--- src/rtl/maxnet_engine.sv ---
`default_nettype none
// ============================================================================
// maxnet_engine: time-multiplexed MaxNet winner-take-all over N activations.
// Rev 1.0
// ============================================================================
module maxnet_engine #(
    parameter int N         = 4,
    parameter int W         = 32,
    parameter int EPS_SHIFT = 2,
    parameter int MAX_ITER  = 64
) (
    input  logic                          clk,
    input  logic                          rst,
    input  logic                          in_valid,
    output logic                          in_ready,
    input  logic [W-1:0]                  in_data,
    output logic                          out_valid,
    input  logic                          out_ready,
    output logic [$clog2(N)-1:0]          winner_idx,
    output logic [W-1:0]                  winner_val,
    output logic [$clog2(MAX_ITER+1)-1:0] iter_count,
    output logic                          no_winner,
    output logic                          timeout,
    output logic                          busy
);
    localparam int IDXW = $clog2(N);
    localparam int ITW  = $clog2(MAX_ITER+1);
    localparam int SW   = W + $clog2(N);
    localparam int CW   = $clog2(N+1);

    typedef enum logic [2:0] {
        S_LOAD   = 3'd0,
        S_SUM    = 3'd1,
        S_UPDATE = 3'd2,
        S_CHECK  = 3'd3,
        S_DONE   = 3'd4
    } state_t;

    state_t            state_q, state_d;
    logic [IDXW-1:0]   ptr_q, ptr_d;
    logic [W-1:0]      act_q [N];
    logic [W-1:0]      act_d [N];
    logic [W-1:0]      orig_q [N];
    logic [W-1:0]      orig_d [N];
    logic [SW-1:0]     sum_q, sum_d;
    logic [ITW-1:0]    iter_q, iter_d;
    logic [IDXW-1:0]   widx_q, widx_d;
    logic [W-1:0]      wval_q, wval_d;
    logic              nw_q, nw_d;
    logic              to_q, to_d;
    logic              in_ready_q, in_ready_d;
    logic              out_valid_q, out_valid_d;
    logic              busy_q, busy_d;

    logic [W-1:0]      w_cur;
    logic [SW-1:0]     w_dec;
    logic              w_last;
    logic [ITW-1:0]    w_iter_inc;
    logic [CW-1:0]     w_nz_cnt;
    logic [IDXW-1:0]   w_first_nz;
    logic [IDXW-1:0]   w_max_idx;
    logic [W-1:0]      w_max_val;
    logic              w_found;
    logic [IDXW-1:0]   w_win_idx;

    assign w_cur      = act_q[ptr_q];
    assign w_dec      = (sum_q - SW'(w_cur)) >> EPS_SHIFT;
    assign w_last     = (ptr_q == IDXW'(N-1));
    assign w_iter_inc = iter_q + ITW'(1);

    // Nonzero census and lowest-index argmax, used only in CHECK.
    always_comb begin
        w_nz_cnt   = '0;
        w_first_nz = '0;
        w_found    = 1'b0;
        w_max_idx  = '0;
        w_max_val  = act_q[0];
        for (int i = 0; i < N; i++) begin
            if (act_q[i] != '0) begin
                w_nz_cnt = w_nz_cnt + CW'(1);
                if (!w_found) begin
                    w_first_nz = IDXW'(i);
                    w_found    = 1'b1;
                end
            end
            if (act_q[i] > w_max_val) begin
                w_max_val = act_q[i];
                w_max_idx = IDXW'(i);
            end
        end
    end

    always_comb begin
        state_d   = state_q;
        ptr_d     = ptr_q;
        act_d     = act_q;
        orig_d    = orig_q;
        sum_d     = sum_q;
        iter_d    = iter_q;
        widx_d    = widx_q;
        wval_d    = wval_q;
        nw_d      = nw_q;
        to_d      = to_q;
        w_win_idx = '0;
        case (state_q)
            S_LOAD: begin
                if (in_valid && in_ready_q) begin
                    act_d[ptr_q]  = in_data;
                    orig_d[ptr_q] = in_data;
                    if (w_last) begin
                        ptr_d   = '0;
                        sum_d   = '0;
                        iter_d  = '0;
                        nw_d    = 1'b0;
                        to_d    = 1'b0;
                        state_d = S_SUM;
                    end else begin
                        ptr_d = ptr_q + IDXW'(1);
                    end
                end
            end
            S_SUM: begin
                sum_d = sum_q + SW'(w_cur);
                ptr_d = w_last ? '0 : ptr_q + IDXW'(1);
                if (w_last) state_d = S_UPDATE;
            end
            S_UPDATE: begin
                // Sum is frozen for the whole pass, so in-place update is safe.
                act_d[ptr_q] = (SW'(w_cur) > w_dec) ? W'(SW'(w_cur) - w_dec) : '0;
                ptr_d = w_last ? '0 : ptr_q + IDXW'(1);
                if (w_last) state_d = S_CHECK;
            end
            S_CHECK: begin
                iter_d = w_iter_inc;
                sum_d  = '0;
                if (w_nz_cnt == CW'(1)) begin
                    w_win_idx = w_first_nz;
                    state_d   = S_DONE;
                end else if (w_nz_cnt == '0) begin
                    nw_d    = 1'b1;
                    state_d = S_DONE;
                end else if (w_iter_inc == ITW'(MAX_ITER)) begin
                    w_win_idx = w_max_idx;
                    to_d      = 1'b1;
                    state_d   = S_DONE;
                end else begin
                    state_d = S_SUM;
                end
                if (state_d == S_DONE) begin
                    widx_d = w_win_idx;
                    wval_d = orig_q[w_win_idx];
                end
            end
            S_DONE: begin
                if (out_ready) state_d = S_LOAD;
            end
            default: state_d = S_LOAD;
        endcase
        in_ready_d  = (state_d == S_LOAD);
        out_valid_d = (state_d == S_DONE);
        busy_d      = (state_d == S_SUM) || (state_d == S_UPDATE) || (state_d == S_CHECK);
    end

    always_ff @(posedge clk or negedge rst) begin
        if (!rst) begin
            state_q     <= S_LOAD;
            ptr_q       <= '0;
            for (int i = 0; i < N; i++) begin
                act_q[i]  <= '0;
                orig_q[i] <= '0;
            end
            sum_q       <= '0;
            iter_q      <= '0;
            widx_q      <= '0;
            wval_q      <= '0;
            nw_q        <= 1'b0;
            to_q        <= 1'b0;
            in_ready_q  <= 1'b1;
            out_valid_q <= 1'b0;
            busy_q      <= 1'b0;
        end else begin
            state_q     <= state_d;
            ptr_q       <= ptr_d;
            act_q       <= act_d;
            orig_q      <= orig_d;
            sum_q       <= sum_d;
            iter_q      <= iter_d;
            widx_q      <= widx_d;
            wval_q      <= wval_d;
            nw_q        <= nw_d;
            to_q        <= to_d;
            in_ready_q  <= in_ready_d;
            out_valid_q <= out_valid_d;
            busy_q      <= busy_d;
        end
    end

    assign in_ready   = in_ready_q;
    assign out_valid  = out_valid_q;
    assign winner_idx = widx_q;
    assign winner_val = wval_q;
    assign iter_count = iter_q;
    assign no_winner  = nw_q;
    assign timeout    = to_q;
    assign busy       = busy_q;

endmodule
`default_nettype wire

--- config.mk ---
export PLATFORM = sky130hd
export DESIGN_NAME = maxnet_engine
export DESIGN_NICKNAME = d
export VERILOG_FILES = /design/src/rtl/maxnet_engine.sv
export SDC_FILE = /design/constraint.sdc
export NUM_CORES = 1
export LEC_CHECK = 0
export BUFFER_PORTS_ARGS = -buffer_cell sky130_fd_sc_hd__buf_2
export CAP_MARGIN = 40
export CORE_MARGIN = 2
export CORE_UTILIZATION = 30
export CTS_BUF_LIST = sky130_fd_sc_hd__clkbuf_8
export CTS_CLUSTER_DIAMETER = 150
export DETAILED_ROUTE_END_ITERATION = 8
export MAX_ROUTING_LAYER = met4
export PLACE_DENSITY_LB_ADDON = 0.12
export SLEW_MARGIN = 0
export SYNTH_ARGS = -nofsm -noshare
export SYNTH_HDL_FRONTEND = slang
export SYNTH_SLANG_ARGS = --single-unit
--- constraint.sdc ---
create_clock -name clk -period 17.2 [get_ports clk]
set_input_delay 3.44 -clock clk [delete_from_list [all_inputs] [get_ports clk]]
set_output_delay 3.44 -clock clk [all_outputs]
set_load 0.05 [all_outputs]
==> results of run 1 <==
## metal layers
metal,GRT usage (%),part of all wire (%),vias to the layer above
met5,-,0,-
met4,6.08,2.4,0
met3,3.92,5.9,94
met2,30.5,45,417
met1,26.8,47,9096
li1,-,-,8585
## synth_stat cells, types with 7 or more instances
| master | number |
|---|---|
| o21ai_0 | 201 |
| xnor2_1 | 61 |
| a31oi_1 | 11 |
| nand2b_1 | 13 |
| o211ai_1 | 10 |
| dfrtp_1 | 340 |
| mux2i_1 | 65 |
| and3_1 | 10 |
| a21oi_2 | 10 |
| inv_1 | 107 |
| a21o_1 | 38 |
| nor3_1 | 26 |
| a21oi_1 | 112 |
| buf_2 | 9 |
| nor2b_1 | 9 |
| xor2_1 | 26 |
| nand2_1 | 324 |
| nor3b_1 | 7 |
| nand3_1 | 25 |
| nand4_1 | 35 |
| ha_1 | 203 |
| clkbuf_1 | 103 |
| mux4_2 | 32 |
| nor4_1 | 40 |
| o31ai_1 | 15 |
| o21bai_1 | 17 |
| mux2_2 | 83 |
| nor2_1 | 79 |
| a222oi_1 | 32 |
| a211oi_1 | 9 |
| or3_1 | 10 |
| o21ai_1 | 124 |
## cell families after synthesis
logic type / after synthesis / synth area share [%]
buffers and inverters: 230 / 4.05
DFF: 341 / 38.5
xor gates and xnor gates: 88 / 3.51
AOI/OAI and AO/OA: 673 / 19.5
and+or+nand+nor: 603 / 12.4
muxes: 180 / 10.4
adders and majority gates: 205 / 11.6
## cell type report
class	count	share of cell area, %
tap	959	4.80
sequential	341	34.2
antenna	2	0.0200
clock inverter	33	0.931
multi-input combinational	1749	51.1
timing repair buffer	112	2.86
clock buffer	83	4.57
inverter	107	1.61
## metrics by stage
step	area, sq um	utilization (%)	hold WS [ns]
6_report	25000	34.2	0.472
5_1_grt	25000	34.2	0.494
4_1_cts	25000	34.2	0.477
3_5_place_dp	23600	32.3	0.463
3_3_place_gp	23500	32.2	0.460
2_1_floorplan	22200	-	0.449
## state kept, by name, indices dropped and copies added (netlist names), 2 cells and up
signal / cells
state_q: 3
winner_val: 32
iter_count: 7
act_q: 128
ptr_q: 2
winner_idx: 2
orig_q: 128
sum_q: 34
## final timing paths
kind                                           start                         end  slack [ns]  depth (start not counted)
setup / recovery               act_q[86]$_DFFE_PN0P_  winner_val[14]$_DFFE_PN0P_        8.07                         30
hold / removal             winner_idx[1]$_DFFE_PN0P_   winner_idx[1]$_DFFE_PN0P_        0.47                          2
setup reg to reg               act_q[86]$_DFFE_PN0P_  winner_val[14]$_DFFE_PN0P_        8.07                         30
hold reg to reg            winner_idx[1]$_DFFE_PN0P_   winner_idx[1]$_DFFE_PN0P_        0.47                          2
max in group asynchronous                        rst  winner_val[23]$_DFFE_PN0P_       12.87                          2
min in group asynchronous                        rst        sum_q[4]$_DFFE_PN0P_        2.83                          1
## worst max-delay path, delay by kind of cell, from the launching register on
family	cells	cell delay (ns)
compound gates	19	4.65
buf+inv	5	2.05
fa+ha+maj	3	0.97
simple gates	2	0.49
flops	1	0.43
mux	1	0.33
==> metrics.csv, run 1 <==
metric;value;unit
RSZ-0062 raised after global routing;false;
Slew Viols, Final;0;
Post-Place Cells;3268;
number of gates resized after CTS;0;
Unique masters post-synth;89;
Seq cells post-synth;341;
max-cap viol count;0;
Net count, final;2622;
GP Congestion;0.906;
YS warnings;0;
I/O pin total;82;
worst slack, placed;8.15;ns
syn_nets;2561;
arrival time at the worst endpoint;9.64;ns
deepest clock path buffer count;3;
dpl hpwl;51900;um
Final Skew;0.0395;ns
CTS buffer count;70;
final hold vios;0;
DIE AREA;76000;sq um
fin crit share;53.1;%
drt first-iter violations;1332;
register area share after synthesis;38.5;%
relative slew slack;32.9;%
biggest area consumer among synthesized cells;dfrtp_1;
number of synthesized flops with an enable pin;0;
top cells by area, synth;dfrtp_1, ha_1, nand2_1;
DRT Pass-1 Iters;6;
Post-Syn Area;22200;sq um
CP peak stage delay;0.54;ns
hold_buf cts;0;
initial antenna violation count;7;
ys async rst share;100;%
total track usage;20.0;%
predominant post-synthesis flop cell;dfrtp_1;
CTS tree;yes;
Initial Util;30.3;%
area delta synth->final;12.8;%
Slowest-stage cell, CP;buf_4;
FF/Latch Area;8540;sq um
multi-input logic area;12800;sq um
vias in the first global route;18300;
most common cell after layout, fill and taps aside;dfrtp_1;
commonest non-fill, non-tap cells in the layout;dfrtp_1, nand2_1, ha_1, o21ai_0, inv_1;
status;completed;
Core ar.;73100;sq um
gr ovfl total;0;
cell mode on critical path;buf_4;
Crit Path Class;reg -> reg;
routed length per instance;21.5;um
actual slew at the worst max-slew pin;1.01;ns
Port Buf Inserts;81;
Fin Setup TNS;0;ns
largest net degree at the start of global routing;158;
share of cells above drive strength 1;15.8;%
CTS clk-pin slew, worst paths;0.06;ns
die height;276;um
Syn Inst Count;2320;
first-pass GRT wire length;112000;um
Row Count;99;
FILL cells;7524;
fmax;110;MHz
critical-path maximum fanout;47;
Final min period;9.13;ns
DRC viols;0;
Antenna Nets Post-Route;0;
syn_area_per_cell;9.55;sq um
CP Data Required Time;17.71;ns
Post-Layout Cell Count;3386;
CTS HTree Levels;3;
Setup violations, final;0;
Hold Crit Class;reg -> reg;
CP startpoint kind;register;
top-area cell type share of the netlist area;38.4;%
Die Span X;276;um
Setup WS post-layout;8.07;ns
Root Driver;clkbuf_8;
Vias;18200;
vias per inst;5.37;
Post-Route WL;72700;um
Post-CTS Setup Bufs;0;
clock latency on the worst-skew pair;0.66;ns
CTS sink count;341;
Worst Setup End Kind;register;
Power of run 1 is left out: the tool's default activity adds up to more than one toggle a clock period on the data nets, which glitch-free logic cannot reach.
==> run 2, diff against run 1 <==
clock period = 8.5 ns   (was 17.2 ns; I/O delays follow)
==> metrics.csv, run 2 (same netlist as run 1, synthesis figures left out) <==
metric;value;unit
status;completed;
relative slew slack;41.7;%
Worst Setup End Kind;register;
share of cells above drive strength 1;16.1;%
CTS tree;yes;
Worst Hold Depth;2;
most common cell after layout, fill and taps aside;dfrtp_1;
Fin Setup TNS;0;ns
routed length per instance;21.7;um
fin crit share;92.9;%
first-pass GRT wire length;115000;um
clock latency on the worst-skew pair;0.69;ns
DRC viols;0;
CTS sink count;341;
dpl cell area;23800;sq um
drt first-iter violations;1285;
CP top delay family;compound AO/OA/AOI/OAI gates;
area delta synth->final;13.5;%
Setup violations, final;0;
hold_buf cts;0;
Core ar.;73100;sq um
final hold vios;0;
total track usage;20.4;%
max-cap viol count;0;
CP startpoint kind;register;
gr ovfl total;0;
arrival time at the worst endpoint;8.41;ns
Root Driver;clkbuf_8;
Slew Viols, Final;0;
critical-path maximum fanout;32;
Antenna Nets Post-Route;0;
DRT Pass-1 Iters;7;
actual slew at the worst max-slew pin;0.875;ns
Crit Path Class;reg -> reg;
Row Count;99;
final instance area;25200;sq um
Initial Util;30.3;%
fmax;127;MHz
largest net degree at the start of global routing;145;
commonest non-fill, non-tap cells in the layout;dfrtp_1, nand2_1, ha_1, o21ai_0, inv_1;
I/O pin total;82;
Port Buf Inserts;81;
vias per inst;5.33;
Die Span X;276;um
die height;276;um
DIE AREA;76000;sq um
Hold Crit Class;reg -> reg;
Final Skew;0.0428;ns
vias in the first global route;18700;
CTS clk-pin slew, worst paths;0.05;ns
dpl hpwl;52600;um
CTS buffer count;70;
Buf/Inv on CP;2;
Net count, final;2637;
Final min period;7.90;ns
Setup WS post-layout;0.603;ns
initial antenna violation count;5;
CP peak stage delay;0.72;ns
worst slack, placed;0.447;ns
worst r2r path cells;26;
Post-Route WL;73900;um
CTS HTree Levels;3;
critical path depth;26;
largest registers;act_q: 128 flops, orig_q: 128 flops, sum_q: 34 flops;
Vias;18100;
CP Data Required Time;9.02;ns
Hold Slack;0.481;ns
deepest clock path buffer count;3;
RSZ-0062 raised after global routing;false;
Slowest-stage cell, CP;or4_1;
GP Congestion;0.895;
Post-CTS Setup Bufs;0;
FILL cells;7523;
number of gates resized after CTS;0;
## run 2: changes by cell type in the layout (fill, tap and decap cells not counted), moves of 2 or more
cell	change
inv_12	+2
clkbuf_8	-4
diode_2	+2
clkinv_2	-2
buf_4	+11
inv_6	-2
buf_12	+3
## run 2: through the flow
stage / cells / util [%]
2_1_floorplan: 2320 / -
3_5_place_dp: 3282 / 32.5
5_1_grt: 3396 / 34.4
4_1_cts: 3394 / 34.4
6_report: 3399 / 34.4
3_3_place_gp: 3276 / 32.4
## run 2: final cells by class
cell class                 instances  area [sq um]  share of cell area, %
antenna                            4          10.0                 0.0398
clock buffer                      79          1090                   4.32
clock inverter                    33           254                   1.01
inverter                         107           402                   1.60
multi-input combinational       1750         12800                   50.9
sequential                       341          8540                   33.9
tap                              959          1200                   4.77
timing repair buffer             126           872                   3.47
## run 2: final timing paths
check | slack, ns | startpoint | end
min reg2reg | 0.48 | orig_q[82]$_DFFE_PN0P_ | orig_q[82]$_DFFE_PN0P_
max reg2reg | 0.60 | act_q[86]$_DFFE_PN0P_ | winner_val[10]$_DFFE_PN0P_
min in group asynchronous | 0.97 | rst | sum_q[6]$_DFFE_PN0P_
max | 0.60 | act_q[86]$_DFFE_PN0P_ | winner_val[10]$_DFFE_PN0P_
min | 0.48 | orig_q[82]$_DFFE_PN0P_ | orig_q[82]$_DFFE_PN0P_
max in group asynchronous | 6.29 | rst | orig_q[127]$_DFFE_PN0P_
## run 2: worst register-to-register path, stage by stage (launching register included)
cell and delay (ns):
dfrtp_1 0.43, ha_1 0.35, a41oi_1 0.21, o21ai_1 0.10
a221o_1 0.36, a311oi_1 0.42, o22a_2 0.38, buf_12 0.22
mux2i_1 0.29, ha_1 0.31, a211oi_1 0.26, a31oi_1 0.12
or4_1 0.72, a2bb2oi_4 0.42, o21ai_0 0.15, ha_1 0.33
a21oi_1 0.15, o21ai_1 0.10, a221o_1 0.35, a211o_1 0.36
nor4b_1 0.39, o22ai_1 0.30, a21oi_4 0.28, nor2_2 0.08
buf_12 0.18, a222oi_1 0.38, o21ai_1 0.12
## run 2: per-layer routing
metal,up-vias,GRT usage [%],routed length (um),part of all wire (%)
met3,101,3.24,3710,5.0
met2,395,32.0,34000,46
met5,-,-,0,0
li1,8620,-,-,-
met1,9002,27.3,34800,47
met4,0,5.32,1450,2.0
Power of run 2 is left out for the same reason.
